==> config.mk <==
export PLATFORM = sky130hd
export DESIGN_NAME = cache_ctrl_flat
export DESIGN_NICKNAME = d
export VERILOG_FILES = /design/src/rtl/cache_ctrl_if.sv /design/src/rtl/cache_ctrl.sv /design/src/flat_wrapper.sv
export SDC_FILE = /design/constraint.sdc
export NUM_CORES = 1
export LEC_CHECK = 0
export BUFFER_PORTS_ARGS = -buffer_cell sky130_fd_sc_hd__clkbuf_2
export CORE_AREA = 2 2 155 157
export DETAILED_ROUTE_END_ITERATION = 8
export DIE_AREA = 0 0 157 159
export PLACE_DENSITY = 0.53
export SKIP_LAST_GASP = 1
export SYNTH_ARGS = -nofsm -noshare
export SYNTH_HDL_FRONTEND = slang
export SYNTH_SLANG_ARGS = --single-unit
==> constraint.sdc <==
create_clock -name clk -period 2.1 [get_ports clk]
set_input_delay 0.105 -clock clk [delete_from_list [all_inputs] [get_ports clk]]
set_output_delay 0.105 -clock clk [all_outputs]
set_load 0.005 [all_outputs]
==> src/rtl/cache_ctrl_if.sv <==
// rtl/cache_ctrl_if.sv - cache command/status bus and word-wide memory port seen by cache_ctrl
interface cache_ctrl_if #(
  parameter int ADDR_BITS = 32,
  parameter int TAG_BITS  = 23
);
  logic [ADDR_BITS-1:0] cache_addr;
  logic                 cache_load;
  logic                 cache_store;
  logic                 cache_replace;
  logic                 cache_invalid;
  logic [2:0]           cache_u_b_h_w;
  logic [31:0]          cache_din;
  logic [31:0]          cache_dout;
  logic                 cache_hit;
  logic                 cache_valid;
  logic                 cache_dirty;
  logic [TAG_BITS-1:0]  cache_tag;

  logic                 mem_cs_o;
  logic                 mem_we_o;
  logic [ADDR_BITS-1:0] mem_addr_o;
  logic [31:0]          mem_data_o;
  logic [31:0]          mem_data_i;
  logic                 mem_ack_i;

  modport master (
    output cache_addr, cache_load, cache_store, cache_replace, cache_invalid,
           cache_u_b_h_w, cache_din,
    input  cache_dout, cache_hit, cache_valid, cache_dirty, cache_tag,
    output mem_cs_o, mem_we_o, mem_addr_o, mem_data_o,
    input  mem_data_i, mem_ack_i
  );

  modport slave (
    input  cache_addr, cache_load, cache_store, cache_replace, cache_invalid,
           cache_u_b_h_w, cache_din,
    output cache_dout, cache_hit, cache_valid, cache_dirty, cache_tag,
    input  mem_cs_o, mem_we_o, mem_addr_o, mem_data_o,
    output mem_data_i, mem_ack_i
  );
endinterface

==> src/rtl/cache_ctrl.sv <==
// rtl/cache_ctrl.sv - 2-way L1 cache controller: hit in request cycle, dirty write-back,
// line fill from word-wide memory, then retry of the stalled CPU access.
module cache_ctrl #(
  parameter int ADDR_BITS  = 32,
  parameter int TAG_BITS   = 23,
  parameter int LINE_WORDS = 4
) (
  input  logic                 clk,
  input  logic                 rst,
  input  logic                 en_r,
  input  logic                 en_w,
  input  logic [ADDR_BITS-1:0] addr_rw,
  input  logic [2:0]           u_b_h_w,
  input  logic [31:0]          data_w,
  output logic [31:0]          data_r,
  output logic                 stall,
  cache_ctrl_if.master         bus,
  output logic [31:0]          hit_cnt,
  output logic [31:0]          miss_cnt
);

  localparam logic [1:0] LAST_WORD = 2'(LINE_WORDS - 1);

  typedef enum logic [1:0] {
    S_IDLE = 2'd0,
    S_BACK = 2'd1,
    S_FILL = 2'd2,
    S_WAIT = 2'd3
  } state_t;

  state_t              state, state_nxt;
  logic [1:0]          wcnt, wcnt_nxt;
  logic [TAG_BITS-1:0] vtag, vtag_nxt;
  logic                retry;
  logic                hit_inc, miss_inc;

  logic                 req;
  logic [4:0]           idx;
  logic [ADDR_BITS-1:0] victim_addr;
  logic [ADDR_BITS-1:0] fill_addr;

  assign req         = en_r | en_w;
  assign idx         = addr_rw[8:4];
  assign victim_addr = {vtag, idx, wcnt, 2'b00};
  assign fill_addr   = {addr_rw[31:4], wcnt, 2'b00};
  assign data_r      = bus.cache_dout;

  always_ff @(posedge clk) begin
    if (rst) begin
      state    <= S_IDLE;
      wcnt     <= 2'd0;
      vtag     <= '0;
      retry    <= 1'b0;
      hit_cnt  <= '0;
      miss_cnt <= '0;
    end else begin
      state <= state_nxt;
      wcnt  <= wcnt_nxt;
      vtag  <= vtag_nxt;
      // The access replayed right after a fill hits by construction; it is not a new hit.
      retry <= (state == S_WAIT);
      if (hit_inc && (hit_cnt != 32'hFFFF_FFFF))
        hit_cnt <= hit_cnt + 32'd1;
      if (miss_inc && (miss_cnt != 32'hFFFF_FFFF))
        miss_cnt <= miss_cnt + 32'd1;
    end
  end

  always_comb begin
    state_nxt = state;
    wcnt_nxt  = wcnt;
    vtag_nxt  = vtag;
    stall     = 1'b0;
    hit_inc   = 1'b0;
    miss_inc  = 1'b0;

    bus.cache_addr    = '0;
    bus.cache_load    = 1'b0;
    bus.cache_store   = 1'b0;
    bus.cache_replace = 1'b0;
    bus.cache_invalid = 1'b0;
    bus.cache_u_b_h_w = 3'b000;
    bus.cache_din     = '0;

    bus.mem_cs_o   = 1'b0;
    bus.mem_we_o   = 1'b0;
    bus.mem_addr_o = '0;
    bus.mem_data_o = '0;

    case (state)
      S_IDLE: begin
        bus.cache_addr    = addr_rw;
        bus.cache_load    = en_r & ~en_w;
        bus.cache_store   = en_w & bus.cache_hit;
        bus.cache_din     = data_w;
        bus.cache_u_b_h_w = u_b_h_w;
        if (req) begin
          if (bus.cache_hit) begin
            hit_inc = ~retry;
          end else begin
            stall    = 1'b1;
            miss_inc = 1'b1;
            wcnt_nxt = 2'd0;
            if (bus.cache_valid && bus.cache_dirty) begin
              vtag_nxt  = bus.cache_tag;
              state_nxt = S_BACK;
            end else begin
              state_nxt = S_FILL;
            end
          end
        end
      end

      S_BACK: begin
        stall          = 1'b1;
        // No command is issued, so cache_dout presents the victim word at victim_addr.
        bus.cache_addr = victim_addr;
        bus.mem_cs_o   = 1'b1;
        bus.mem_we_o   = 1'b1;
        bus.mem_addr_o = victim_addr;
        bus.mem_data_o = bus.cache_dout;
        if (bus.mem_ack_i) begin
          wcnt_nxt = wcnt + 2'd1;
          if (wcnt == LAST_WORD)
            state_nxt = S_FILL;
        end
      end

      S_FILL: begin
        stall          = 1'b1;
        bus.cache_addr = fill_addr;
        bus.mem_cs_o   = 1'b1;
        bus.mem_addr_o = fill_addr;
        if (bus.mem_ack_i) begin
          bus.cache_replace = 1'b1;
          bus.cache_din     = bus.mem_data_i;
          bus.cache_u_b_h_w = 3'b010;
          wcnt_nxt          = wcnt + 2'd1;
          if (wcnt == LAST_WORD)
            state_nxt = S_WAIT;
        end
      end

      S_WAIT: begin
        stall     = 1'b1;
        state_nxt = S_IDLE;
      end

      default: begin
        state_nxt = S_IDLE;
      end
    endcase
  end

endmodule

==> src/flat_wrapper.sv <==
// flat-port wrapper written by rule: the top's interface ports become plain ports
module cache_ctrl_flat 
#(
  parameter int ADDR_BITS  = 32,
  parameter int TAG_BITS   = 23,
  parameter int LINE_WORDS = 4
)
  (clk, rst, en_r, en_w, addr_rw, u_b_h_w, data_w, data_r, stall, hit_cnt, miss_cnt, bus_cache_addr, bus_cache_load, bus_cache_store, bus_cache_replace, bus_cache_invalid, bus_cache_u_b_h_w, bus_cache_din, bus_cache_dout, bus_cache_hit, bus_cache_valid, bus_cache_dirty, bus_cache_tag, bus_mem_cs_o, bus_mem_we_o, bus_mem_addr_o, bus_mem_data_o, bus_mem_data_i, bus_mem_ack_i);
  cache_ctrl_if #(.ADDR_BITS(ADDR_BITS), .TAG_BITS(TAG_BITS)) bus_i ();
  input  logic clk;
  input  logic rst;
  input  logic en_r;
  input  logic en_w;
  input  logic [ADDR_BITS-1:0] addr_rw;
  input  logic [2:0] u_b_h_w;
  input  logic [31:0] data_w;
  output logic [31:0] data_r;
  output logic stall;
  output logic [31:0] hit_cnt;
  output logic [31:0] miss_cnt;
  output wire logic [$bits(bus_i.cache_addr)-1:0] bus_cache_addr;
  output wire logic [$bits(bus_i.cache_load)-1:0] bus_cache_load;
  output wire logic [$bits(bus_i.cache_store)-1:0] bus_cache_store;
  output wire logic [$bits(bus_i.cache_replace)-1:0] bus_cache_replace;
  output wire logic [$bits(bus_i.cache_invalid)-1:0] bus_cache_invalid;
  output wire logic [$bits(bus_i.cache_u_b_h_w)-1:0] bus_cache_u_b_h_w;
  output wire logic [$bits(bus_i.cache_din)-1:0] bus_cache_din;
  input wire logic [$bits(bus_i.cache_dout)-1:0] bus_cache_dout;
  input wire logic [$bits(bus_i.cache_hit)-1:0] bus_cache_hit;
  input wire logic [$bits(bus_i.cache_valid)-1:0] bus_cache_valid;
  input wire logic [$bits(bus_i.cache_dirty)-1:0] bus_cache_dirty;
  input wire logic [$bits(bus_i.cache_tag)-1:0] bus_cache_tag;
  output wire logic [$bits(bus_i.mem_cs_o)-1:0] bus_mem_cs_o;
  output wire logic [$bits(bus_i.mem_we_o)-1:0] bus_mem_we_o;
  output wire logic [$bits(bus_i.mem_addr_o)-1:0] bus_mem_addr_o;
  output wire logic [$bits(bus_i.mem_data_o)-1:0] bus_mem_data_o;
  input wire logic [$bits(bus_i.mem_data_i)-1:0] bus_mem_data_i;
  input wire logic [$bits(bus_i.mem_ack_i)-1:0] bus_mem_ack_i;
  assign bus_cache_addr = bus_i.cache_addr;
  assign bus_cache_load = bus_i.cache_load;
  assign bus_cache_store = bus_i.cache_store;
  assign bus_cache_replace = bus_i.cache_replace;
  assign bus_cache_invalid = bus_i.cache_invalid;
  assign bus_cache_u_b_h_w = bus_i.cache_u_b_h_w;
  assign bus_cache_din = bus_i.cache_din;
  assign bus_i.cache_dout = bus_cache_dout;
  assign bus_i.cache_hit = bus_cache_hit;
  assign bus_i.cache_valid = bus_cache_valid;
  assign bus_i.cache_dirty = bus_cache_dirty;
  assign bus_i.cache_tag = bus_cache_tag;
  assign bus_mem_cs_o = bus_i.mem_cs_o;
  assign bus_mem_we_o = bus_i.mem_we_o;
  assign bus_mem_addr_o = bus_i.mem_addr_o;
  assign bus_mem_data_o = bus_i.mem_data_o;
  assign bus_i.mem_data_i = bus_mem_data_i;
  assign bus_i.mem_ack_i = bus_mem_ack_i;
  cache_ctrl #(.ADDR_BITS(ADDR_BITS), .TAG_BITS(TAG_BITS), .LINE_WORDS(LINE_WORDS)) u_core (.clk(clk), .rst(rst), .en_r(en_r), .en_w(en_w), .addr_rw(addr_rw), .u_b_h_w(u_b_h_w), .data_w(data_w), .data_r(data_r), .stall(stall), .bus(bus_i), .hit_cnt(hit_cnt), .miss_cnt(miss_cnt));
endmodule
==> Word-level counts from Yosys, hierarchy flattened <==
Cells that the tools add are included.
W data, S select, Z words.
{ "op_classes": {"add_sub_neg": 3, "eq_ne": 13, "n_mux": 32, "bitwise_logic": 6, "n_reduce_logical": 10} }
{ "ops": {"columns": ["op", "count"], "rows": [
  ["$pmux W32 S2", 2],
  ["$pmux W32 S3", 1],
  ["$add A32 B1 Y32 const B", 2],
  ["$mux W32", 2],
  ["$ne A32 B32 Y1 const B", 2],
  ["$mux W2", 11],
  ["$mux W1", 12],
  ["$ne A2 B1 Y1 const B", 4],
  ["$pmux W2 S4", 1],
  ["$reduce_and A4 Y1", 2],
  ["$eq A2 B2 Y1 const B", 3],
  ["$ne A2 B2 Y1 const B", 3],
  ["$pmux W3 S2", 1],
  ["$reduce_and A6 Y1", 1],
  ["$pmux W2 S2", 1],
  ["$logic_and A1 B1 Y1", 3],
  ["$not A1 Y1", 3],
  ["$reduce_or A3 Y1", 1],
  ["$add A2 B1 Y2 const B", 1],
  ["$and A1 B1 Y1", 2],
  ["$eq A2 B1 Y1 const B", 1],
  ["$logic_not A2 Y1", 1],
  ["$pmux W1 S2", 1],
  ["$reduce_bool A2 Y1", 1],
  ["2 further kinds", 2]
]} }
{ "word_totals": {"reg_bits": 92, "inputBits": 162, "output_inout_bits": 234, "wordCells": 70} }

==> Logic depth before layout (Yosys ltp) <==
Gate-level depths: netlist (run 1).
{ "depth": {"ltp_word": 5, "mapped_depth": 8, "mapped_depth_nobuf": 7} }

==> Worst setup path before layout (run 1) <==
Ideal clock, no wire load.
{ "synth_path": {"path_kind": "reg2reg", "startpoint": "register u_core.hit_cnt[0]", "endpoint": "register u_core.hit_cnt[6]", "arrival_time_ns": 2.138, "required_time_ns": 1.979, "slack_ns": -0.159, "path_stages_with_launch": 7, "period_less_slack_ns": 2.259, "path_cell_list": "dfxtp_1 -> ha_1 -> nand4_4 -> or4_4 -> nor4_4 -> and4bb_1 -> mux2_4"} }
{ "synth_between": {"elab_chain_cells": 2, "word_cells_on_any_way": 3} }
{ "synth_lines": {"columns": ["item", "line", "text"], "rows": [
  ["start, declared", "cache_ctrl.sv:18", "output logic [31:0] hit_cnt,"],
  ["start signal, assigned", "cache_ctrl.sv:63", "hit_cnt <= hit_cnt + 32'd1;"],
  ["parallel branches: the longest is 2 deep, another holds $add A32 B1 Y32", null, null]
]} }
Parallel ways; which one is timed is not known.
A chain may end at the register's enable or synchronous reset.

==> Worst setup path after layout (run 1) <==
{ "layout_path": {"startpoint": "register u_core.hit_cnt[30]", "endpoint": "register u_core.hit_cnt[6]"} }
{ "layout_between": {"elab_chain_cells": 2} }
{ "layout_lines": {"columns": ["item", "line", "text"], "rows": [
  ["$ne A32 B32 Y1", "cache_ctrl.sv:62", "if (hit_inc && (hit_cnt != 32'hFFFF_FFFF))"],
  ["$logic_and A1 B1 Y1", "cache_ctrl.sv:62", null]
]} }
Every way passes these cells.

==> key figures, run 1 <==
Route
  – Via count: 7864
  – Pre-Repair DR Iteration Count: 5
  – Final ANT Viol Nets: 0
  – WL final: 30.3 mm
  – DRC: 0
  – Starting DRT DRC Count: 585
  – Vias/cell: 4.95
  – Routed wire length per instance: 19.1 um

Hold path
  – WHS Endpoint: u_core.wcnt[1]
  – Hold wc startpoint: bus_mem_ack_i
  – Min-Delay Path Class: in2reg
  – Worst Hold Depth: 4

Synth
  – Synth Register Bits: 92
  – Synth Cell Area: 6090 sq um
  – Synthesized netlist cell count: 826
  – Top_reg_cell synth: dfxtp_1
  – Cell variety after synth: 57
  – Asr flop ratio synth: 0%
  – Syn Area/Cell: 7.37 sq um
  – Number of flops mapped to enable cells by yosys: 0
  – Synth Warn #: 0
  – Sequential cell area fraction in the yosys report: 30.3%

Power
  – Peak supply drop: 0.399 mV
  – Leakage: 4.29 nW
  – Power Density: 790 nW/um^2
  – Clock group share of total power: 24.5%
  – Sequential Power Share: 24.8%
  – Pint: 4.58 mW
  – Comb pwr share: 50.6%
  – Net Sw Frac: 39.0%
  – Net load switching power: 2.93 mW

Clock network
  – Clock slew at reported path FFs: 0.07 ns
  – Clock tree buffer depth: 2
  – H-tree depth: 3
  – Clk sinks: 92
  – Clock tree from TritonCTS: done
  – Clock Latency Late Sink: 0.35 ns
  – CTS Buf Count: 9
  – Root buf cell: clkbuf_16

Global routing
  – Largest net degree at the start of global routing: 61
  – Grt total ovfl: 0
  – Number of global-route vias before repair: 7266
  – Tot GR Track Use: 23.4%
  – First-pass GRT wire length: 44.7 mm
  – Antenna violations before repair: 6

Die
  – Core footprint: 23200 sq um
  – Die X: 157 um
  – Die Ht: 159 um
  – Die area: 25000 sq um
  – Cell row count: 56
  – Boundary Pins: 396
  – Initial Util: 26.3%

Placed design
  – DP Area: 8740 sq um
  – IO buf count: 392
  – Pre-CTS setup slack: -0.0350 ns
  – Placer congestion estimate: 0.924
  – Post-DP HPWL: 24.2 mm

STA
  – Setup Skew: 0.00864 ns
  – Final Hold Viols: 0
  – Final critical-path required period: 2.06 ns
  – Actual slew at the worst max-slew pin: 0.691 ns
  – Period utilization: 98.1%
  – Rel. slew slack: 54.0%
  – Setup-failing EPs final: 0
  – Fmax: 0.485 GHz
  – Final setup margin: 0.0397 ns
  – RSZ-0062 raised after global routing: true
  – Slew Limit Fails: 0

Layout
  – Synthesis-to-finish area growth: 56.1%
  – Fill cell count: 2467
  – Share of cells above drive strength 1: 43.5%
  – Post-route cell area: 9500 sq um
  – Final nets: 1434

Worst setup path
  – Critical Path End Type: flip-flop
  – Reg-to-Reg Start: u_core.hit_cnt[30]
  – RR Endpoint: u_core.hit_cnt[6]
  – Worst EP arrival: 2.30 ns
  – Reg2reg path depth: 5
  – R2r setup slk: 0.04 ns
  – Critical path fanouts, max: 3
  – Critical path type: reg2reg
  – Worst EP required: 2.34 ns
  – Startpoint types: flip-flop

Flow run
  – # Max-Cap Violations: 0

Run status
  – Status: complete, no violations
-- kinds of logic (layout without fill, tap and decap cells) --
logic type / count (synthesis) / count (layout) / synth area share (%)
AOI/OAI and AO/OA: 234 / 234 / 24.2
other: 1 / 7 / 0.0616
adders and majority gates: 10 / 10 / 2.06
and+or+nand+nor: 380 / 380 / 33.0
muxes: 9 / 9 / 1.75
DFF: 92 / 92 / 30.3
buffers and inverters: 99 / 538 / 8.47
xor gates and xnor gates: 1 / 1 / 0.144
-- worst max path at each step --
| stage | endpoint | from | slack, ns |
|---|---|---|---|
| after floorplan | u_core.hit_cnt[6] | u_core.hit_cnt[1] | -0.01 |
| after global placement | u_core.hit_cnt[29] | u_core.state[0] | 0.04 |
| after detailed placement | u_core.hit_cnt[31] | u_core.state[0] | -0.03 |
| after CTS | bus_cache_addr[8] | u_core.state[0] | -0.03 |
| after global routing | u_core.hit_cnt[29] | u_core.state[1] | -0.06 |
| final | u_core.hit_cnt[6] | u_core.hit_cnt[30] | 0.04 |
-- per-layer routing --
metal | global-route usage, % | up-vias | wire [um]
met5 | 0 | - | 37
met4 | 6.71 | 6 | 647
met3 | 7.49 | 47 | 2700
met2 | 39.2 | 314 | 14600
met1 | 28.6 | 3696 | 12300
li1 | - | 3801 | -
-- final cells by class --
type                    count  area, sq um  area share (%)
diodes                      4         10.0           0.105
clock buffers              10          239            2.51
inverters                  11         41.3           0.434
well taps                 319          399            4.20
flip-flops and latches     92         1850            19.5
clock inverters             6         86.3           0.908
repair buffers            511         3000            31.6
multi-input cells         637         3870            40.7
-- cells in the mapped netlist, drive strengths merged, types with 23 or more instances --
cell type,n,area (sq um)
clkbuf,47,176
nor2,28,105
a22o,32,280
or4,24,184
nand3,23,115
nand2,151,567
a21boi,23,173
o21ai,34,170
and2,54,338
a21oi,104,521
o31ai,23,173
dfxtp,92,1840
or3,27,169
buf,41,298
-- what timing repair did --
action / 4_1_cts / 5_1_grt
hold endpoints to repair: 23 / 0
setup buffers: 1 / 5
pin swaps: 1 / 7
hold buffers: 23 / 0
cloned: 0 / 2
gates resized for setup: 6 / 24
setup endpoints to repair: 29 / 64
-- power groups by stage --
stage	combinational, mW	sequential (mW)	clock (mW)
after floorplan	1.71	1.92	0
final	3.80	1.86	1.84
after global routing	4.12	1.87	1.96
after global placement	3.60	1.90	0
after CTS	3.69	1.86	1.90
after detailed placement	3.62	1.90	0
-- cells in the final DEF, fill, tap and decap left out, types with 20 or more instances in the layout --
cell type,n
or3_1,26
and2_1,53
a22o_1,32
o21ai_0,30
nor2_1,25
or4_1,20
dfxtp_1,86
buf_4,87
nand4_1,21
a21oi_1,103
clkbuf_2,391
o31ai_1,23
nand3_1,23
dlygate4sd3_1,23
a21boi_0,22
nand2_1,150
-- critical path, stage by stage, from the launching register on --
cell and delay, ns:
dfxtp_2 0.33, nand4_1 0.21, or4_4 0.55, nor4_4 0.29, and4bb_1 0.27, mux2_4 0.29
-- flip-flops by register name (all words and copies together), names as in the netlist --
| register | count |
|---|---|
| u_core.wcnt | 2 |
| u_core.hit_cnt | 32 |
| u_core.retry | 1 |
| u_core.vtag | 23 |
| u_core.state | 2 |
| u_core.miss_cnt | 32 |
-- stage by stage --
stage	utilization, %	cells	TNS, ns	power, mW	hold slack (ns)
floorplan	-	828	-0.0102	3.63	0.241
global placement	37.7	1539	0	5.50	0.328
global route	41.0	1588	-0.180	7.96	0.187
detailed placement	37.7	1539	-0.0631	5.52	0.334
finish	41.0	1590	0	7.51	0.135
CTS	40.2	1579	-0.119	7.45	0.119
Power figures use the tool's default switching activity.
==> run 2, diff against run 1 <==
--- a/config.mk
+++ b/config.mk
@@ -6,10 +6,10 @@
 export NUM_CORES = 1
 export LEC_CHECK = 0
 export BUFFER_PORTS_ARGS = -buffer_cell sky130_fd_sc_hd__clkbuf_2
-export CORE_AREA = 2 2 155 157
+export CORE_AREA = 2 2 154 156
 export DETAILED_ROUTE_END_ITERATION = 8
-export DIE_AREA = 0 0 157 159
-export PLACE_DENSITY = 0.53
+export DIE_AREA = 0 0 156 158
+export PLACE_DENSITY = 0.54
 export SKIP_LAST_GASP = 1
 export SYNTH_ARGS = -nofsm -noshare
 export SYNTH_HDL_FRONTEND = slang
==> run 2 against run 1 <==
- global-route usage down 0.78 points
- total power up 2.4%
- final cell count down 1.6%
==> key figures, run 2 (synthesis results as in run 1) <==
Global routing
  – Most used routing layer: met2
  – Antenna violations before repair: 8 (+2)
  – Largest net degree at the start of global routing: 55 (-9.8%)
  – M2 GR Usage: 36.8% (-2.4 points)
  – Number of global-route vias before repair: 7260 (-0.083%)
  – Met1 Track Usage GR: 29.0% (+0.36 points)
  – Grt total ovfl: 0 (unchanged)
  – Met3 Use GR: 7.17% (-0.31 points)
  – Tot GR Track Use: 22.6% (-0.78 points)
  – First-pass GRT wire length: 42.2 mm (-5.4%)

Layout
  – Most frequent cells in the layout: 391 x clkbuf_2, 150 x nand2_1, 101 x a21oi_1
  – Share of cells above drive strength 1: 44.0% (+0.53 points)
  – Most common cell after layout, fill and taps aside: clkbuf_2
  – Fill cell count: 2468 (+0.041%)
  – Fin cells: 1564 (-1.6%)
  – Synthesis-to-finish area growth: 55.9%
  – Sequential cell area: 1860 sq um (+0.13%)
  – Final nets: 1437 (+0.21%)
  – Post-route cell area: 9490 sq um (-0.12%)
  – Area of the multi-input gates: 3890 sq um (+0.45%)
  – Largest registers: u_core.hit_cnt: 32 flops, u_core.miss_cnt: 32 flops, u_core.vtag: 23 flops

Route
  – Via count: 7816 (-0.61%)
  – WL final: 29.8 mm (-1.7%)
  – DRC: 0 (unchanged)
  – Vias/cell: 5.00 (+1.0%)
  – Routed wire length per instance: 19.1 um (about the same)
  – Pre-Repair DR Iteration Count: 5 (unchanged)
  – Final ANT Viol Nets: 0 (unchanged)
  – Starting DRT DRC Count: 527 (-9.9%)

STA
  – Final Hold Viols: 0 (unchanged)
  – Fmax: 0.490 GHz (+1.0%)
  – Fin Setup TNS: 0 ns (unchanged)
  – Final setup margin: 0.0605 ns (+0.0208 ns)
  – Rel. slew slack: 58.4% (+4.5 points)
  – RSZ-0062 raised after global routing: true
  – Period utilization: 97.1% (-0.99 points)
  – Slew Limit Fails: 0 (unchanged)
  – Final critical-path required period: 2.04 ns (-0.0208 ns)
  – Actual slew at the worst max-slew pin: 0.624 ns (-0.0669 ns)
  – Setup-failing EPs final: 0 (unchanged)
  – Setup Skew: 0.00675 ns (-0.00189 ns)

Power
  – Power Density: 810 nW/um^2 (+2.5%)
  – Leakage: 4.31 nW (+0.50%)
  – Peak supply drop: 0.458 mV (+15%)

Placed design
  – Pre-CTS setup slack: -0.0132 ns (+0.0218 ns)
  – IO buf count: 392 (unchanged)
  – Placer congestion estimate: 0.872 (-5.6%)
  – DP Area: 8660 sq um (-0.82%)
  – Post-DP HPWL: 24.0 mm (-0.47%)
  – Cells after DPL: 1512 (-1.8%)

Clock network
  – Root buf cell: clkbuf_16
  – Clock Latency Late Sink: 0.35 ns (about the same)
  – Clock tree buffer depth: 2 (unchanged)
  – Clock slew at reported path FFs: 0.07 ns (about the same)
  – Clk sinks: 92 (unchanged)
  – CTS Buf Count: 9 (unchanged)
  – Clock tree from TritonCTS: done
  – H-tree depth: 3 (unchanged)

Worst setup path
  – WP depth: 5 (unchanged)
  – Worst EP required: 2.34 ns (about the same)
  – Critical path's slowest cell: or4_4
  – Crit-path max cell delay: 0.55 ns (about the same)
  – Critical Path End Type: flip-flop
  – Critical path fanouts, max: 3 (unchanged)
  – CP Buf/Inv Count: 0 (unchanged)
  – Reg2reg path depth: 5 (unchanged)
  – Startpoint types: flip-flop
  – Worst EP arrival: 2.28 ns (-0.02 ns)
  – CP Cell Sequence: nand4_1 > or4_4 > nor4_4 > and4bb_1 > mux2_4
  – CP top delay family: simple AND/OR/NAND/NOR gates
  – Critical path type: reg2reg

Die
  – Core footprint: 23100 sq um (-0.60%)
  – Die area: 24600 sq um (-1.3%)
  – Boundary Pins: 396 (unchanged)
  – Die X: 156 um (-0.64%)
  – Initial Util: 26.4% (+0.16 points)
  – Cell row count: 56 (unchanged)
  – Die Ht: 158 um (-0.63%)

Flow run
  – # Max-Cap Violations: 0 (unchanged)

Hold path
  – Min-Delay Path Class: in2reg
  – Worst Hold Depth: 4 (unchanged)

Run status
  – Status: complete, no violations
## run 2: cell types whose count changed in the layout (fill, tap and decap cells not counted), sizes merged
cell,delta
buf,+4
clkbuf,-2
bufinv,+1
clkinv,+1
clkinvlp,-1
## run 2: final timing paths
path | startpoint | end | slack, ns
setup reg to reg | u_core.hit_cnt[27] | u_core.hit_cnt[6] | 0.06
setup / recovery | u_core.hit_cnt[27] | u_core.hit_cnt[6] | 0.06
hold reg to reg | u_core.vtag[5] | u_core.vtag[5] | 0.46
hold / removal | bus_mem_ack_i | u_core.wcnt[1] | 0.15
## run 2: worst reg2reg max path, cell delays in order, from the launching register on
cell,delay (ns)
dfxtp_1,0.34
nand4_1,0.22
or4_4,0.55
nor4_4,0.27
and4bb_1,0.26
mux2_4,0.29
## run 2: routing by layer
layer / part of all wire [%] / vias to the layer above
li1: - / 3796
met5: 0.46 / -
met3: 8.4 / 35
met4: 1.6 / 8
met1: 43 / 3685
met2: 47 / 292
## run 2: cell type report
type                            instances  share of cell area, %
Multi-Input combinational cell        637                   40.9
Timing Repair Buffer                  514                   31.5
Sequential cell                        92                   19.6
Tap cell                              290                   3.82
Clock buffer                            9                   2.37
Clock inverter                          7                   1.31
Inverter                               11                  0.435
Antenna cell                            4                  0.105
## run 2: power breakdown
group | internal, mW | leakage (nW) | switching (mW)
Clock | 1.18 | 0.172 | 0.773
Combinational | 1.77 | 3.39 | 2.11
Sequential | 1.82 | 0.747 | 0.0474
Total | 4.76 | 4.31 | 2.93
## run 2: what timing repair did
item	4_1_cts	5_1_grt
hold buffers	23	0
gates resized for setup	9	35
hold endpoints to repair	23	0
pin swaps	2	9
buffers inserted	2	7
endpoints found under the setup margin	43	102
## run 2: metrics by stage
step | utilization, % | hold slack, ns | total power, mW
floorplan | - | 0.241 | 3.63
global placement | 37.6 | 0.328 | 5.49
detailed placement | 37.6 | 0.335 | 5.51
CTS | 40.4 | 0.127 | 7.60
global route | 41.2 | 0.173 | 8.16
finish | 41.2 | 0.150 | 7.69
==> run 3, diff against run 2 <==
--- a/config.mk
+++ b/config.mk
@@ -9,7 +9,7 @@
 export CORE_AREA = 2 2 154 156
 export DETAILED_ROUTE_END_ITERATION = 8
 export DIE_AREA = 0 0 156 158
-export PLACE_DENSITY = 0.54
+export PLACE_DENSITY = 0.52
 export SKIP_LAST_GASP = 1
 export SYNTH_ARGS = -nofsm -noshare
 export SYNTH_HDL_FRONTEND = slang
==> constraint.sdc (replaced) <==
create_clock -name clk -period 2.6 [get_ports clk]
set_input_delay 0.13 -clock clk [delete_from_list [all_inputs] [get_ports clk]]
set_output_delay 0.13 -clock clk [all_outputs]
set_load 0.005 [all_outputs]
==> run 3 against run 2 <==
- critical path depth increased by 2
- total power decreased by 27%
- critical path type unchanged
- final area decreased by 8.6%
- sequential cell count unchanged
==> key figures, run 3 (synthesis results as in run 1) <==
STA
  – Actual slew at the worst max-slew pin: 0.751 ns (+0.127 ns)
  – Fin Setup TNS: 0 ns (unchanged)
  – WHS: 0.0210 ns (-0.129 ns)
  – Rel. slew slack: 49.9% (-8.5 points)
  – Final setup margin: 0.187 ns (+0.127 ns)
  – Setup Skew: 0.0101 ns (+0.00333 ns)
  – Fmax: 0.414 GHz (-15%)
  – Period utilization: 92.8% (-4.3 points)
  – RSZ-0062 raised after global routing: false
  – Final critical-path required period: 2.41 ns (+0.373 ns)
  – Setup-failing EPs final: 0 (unchanged)
  – Final Hold Viols: 0 (unchanged)
  – Slew Limit Fails: 0 (unchanged)

Placed design
  – DP Area: 8160 sq um (-5.8%)
  – IO buf count: 392 (unchanged)
  – Cells after DPL: 1446 (-4.4%)
  – Placer congestion estimate: 0.806 (-7.6%)
  – Post-DP HPWL: 21.7 mm (-9.8%)
  – Pre-CTS setup slack: 0.195 ns (+0.209 ns)

Global routing
  – Met1 Track Usage GR: 25.2% (-3.8 points)
  – First-pass GRT wire length: 39.6 mm (-6.3%)
  – Grt total ovfl: 0 (unchanged)
  – M2 GR Usage: 34.4% (-2.4 points)
  – Largest net degree at the start of global routing: 70 (+27%)
  – Antenna violations before repair: 4 (-4)
  – Most used routing layer: met2
  – Tot GR Track Use: 20.9% (-1.8 points)
  – Met3 Use GR: 7.09% (-0.082 points)
  – Number of global-route vias before repair: 6822 (-6.0%)

Route
  – Routed wire length per instance: 18.4 um (-3.6%)
  – Via count: 7541 (-3.5%)
  – DRC: 0 (unchanged)
  – Pre-Repair DR Iteration Count: 5 (unchanged)
  – Vias/cell: 5.08 (+1.7%)
  – Final ANT Viol Nets: 0 (unchanged)
  – WL final: 27.3 mm (-8.5%)
  – Starting DRT DRC Count: 582 (+10%)

Worst setup path
  – Reg-to-Reg Start: u_core.hit_cnt[0]
  – Critical path type: reg2reg
  – Reg2reg path depth: 7 (+2)
  – Worst EP required: 2.84 ns (+0.50 ns)
  – Critical path's slowest cell: or4_4
  – Critical path launch point: u_core.hit_cnt[0]
  – Worst EP arrival: 2.66 ns (+0.38 ns)
  – CP Cell Sequence: ha_1 > nand4_4 > or4_4 > nor4_4 > buf_4 > nor3_2 > mux2_4
  – Startpoint types: flip-flop
  – Crit-path max cell delay: 0.58 ns (+0.03 ns)
  – Critical Path End Type: flip-flop
  – Critical path fanouts, max: 13 (+10)
  – RR Endpoint: u_core.hit_cnt[0]
  – R2r setup slk: 0.19 ns (+0.13 ns)

Layout
  – Fill cell count: 2497 (+1.2%)
  – Share of cells above drive strength 1: 38.4% (-5.6 points)
  – Largest registers: u_core.hit_cnt: 32 flops, u_core.miss_cnt: 32 flops, u_core.vtag: 23 flops
  – Post-route cell area: 8680 sq um (-8.6%)
  – Final nets: 1359 (-5.4%)
  – Most frequent cells in the layout: 391 x clkbuf_2, 151 x nand2_1, 104 x a21oi_1
  – Synthesis-to-finish area growth: 42.6%
  – Most common cell after layout, fill and taps aside: clkbuf_2
  – Fin cells: 1484 (-5.1%)

Die
  – Cell row count: 56 (unchanged)
  – Die Ht: 158 um (unchanged)
  – Core footprint: 23100 sq um (unchanged)
  – Initial Util: 26.4% (unchanged)
  – Die area: 24600 sq um (unchanged)
  – Die X: 156 um (unchanged)
  – Boundary Pins: 396 (unchanged)

Clock network
  – Clock tree from TritonCTS: done
  – Root buf cell: clkbuf_16
  – CTS Buf Count: 9 (unchanged)
  – Clock tree buffer depth: 2 (unchanged)
  – Clk sinks: 92 (unchanged)
  – H-tree depth: 3 (unchanged)
  – Clock slew at reported path FFs: 0.08 ns (about the same)
  – Clock Latency Late Sink: 0.36 ns (about the same)

Run status
  – Status: complete, no violations

Hold path
  – WHS Endpoint: u_core.vtag[13]
  – Worst Hold Depth: 3 (-1)
  – Min-Delay Path Class: in2reg
  – Hold wc startpoint: bus_cache_tag[13]

Power
  – Peak supply drop: 0.491 mV (+7.1%)
  – Power Density: 650 nW/um^2 (-20%)
  – Leakage: 3.85 nW (-11%)

Flow run
  – # Max-Cap Violations: 0 (unchanged)
[run 3: area by class of cell]
class                      count  area, sq um  area share [%]
clock inverter                 6         70.1           0.807
clock buffer                  10          239            2.75
sequential                    92         1840            21.2
timing repair buffer         436         2370            27.3
antenna                        2         5.00          0.0577
inverter                      11         41.3           0.476
multi-input combinational    637         3750            43.2
tap                          290          363            4.18
[run 3: timing repair]
item | CTS | global route
setup buffers | 0 | 0
hold buffers | 20 | 0
setup endpoints to repair | 0 | 1
hold endpoints to repair | 20 | 0
resized for setup | 0 | 1
[run 3: critical path, delay by kind of cell (launching register included)]
| family | cells | cell delay (ns) |
|---|---|---|
| mux | 1 | 0.31 |
| simple gates | 4 | 1.07 |
| buf+inv | 1 | 0.24 |
| flops | 1 | 0.41 |
| fa+ha+maj | 1 | 0.27 |
[run 3: per-stage QoR]
stage                     total power [mW]  utilization (%)
after global placement                4.23             35.4
final                                 5.64             37.7
after CTS                             5.70             37.6
after floorplan                       2.92                -
after detailed placement              4.23             35.4
after global routing                  6.00             37.7
[run 3: layer usage]
| layer | part of all wire (%) | vias to the layer above |
|---|---|---|
| met3 | 8.4 | 55 |
| met4 | 2.8 | 4 |
| met2 | 47 | 280 |
| met5 | 0.092 | - |
| met1 | 41 | 3553 |
| li1 | - | 3649 |
[run 3: worst max-delay path by stage]
stage / endpoint / slack, ns / cells past startpoint
2_1_floorplan: u_core.hit_cnt[6] / 0.34 / 6
3_3_place_gp: u_core.hit_cnt[0] / 0.25 / 7
3_5_place_dp: u_core.hit_cnt[0] / 0.20 / 7
4_1_cts: u_core.hit_cnt[0] / 0.18 / 7
5_1_grt: u_core.hit_cnt[13] / 0.02 / 6
6_report: u_core.hit_cnt[0] / 0.19 / 7
[run 3: where the power goes]
group          leakage (nW)  switching (mW)  internal, mW
Combinational          2.96            1.55          1.17
Sequential            0.743          0.0512          1.46
Clock                 0.153           0.630         0.782
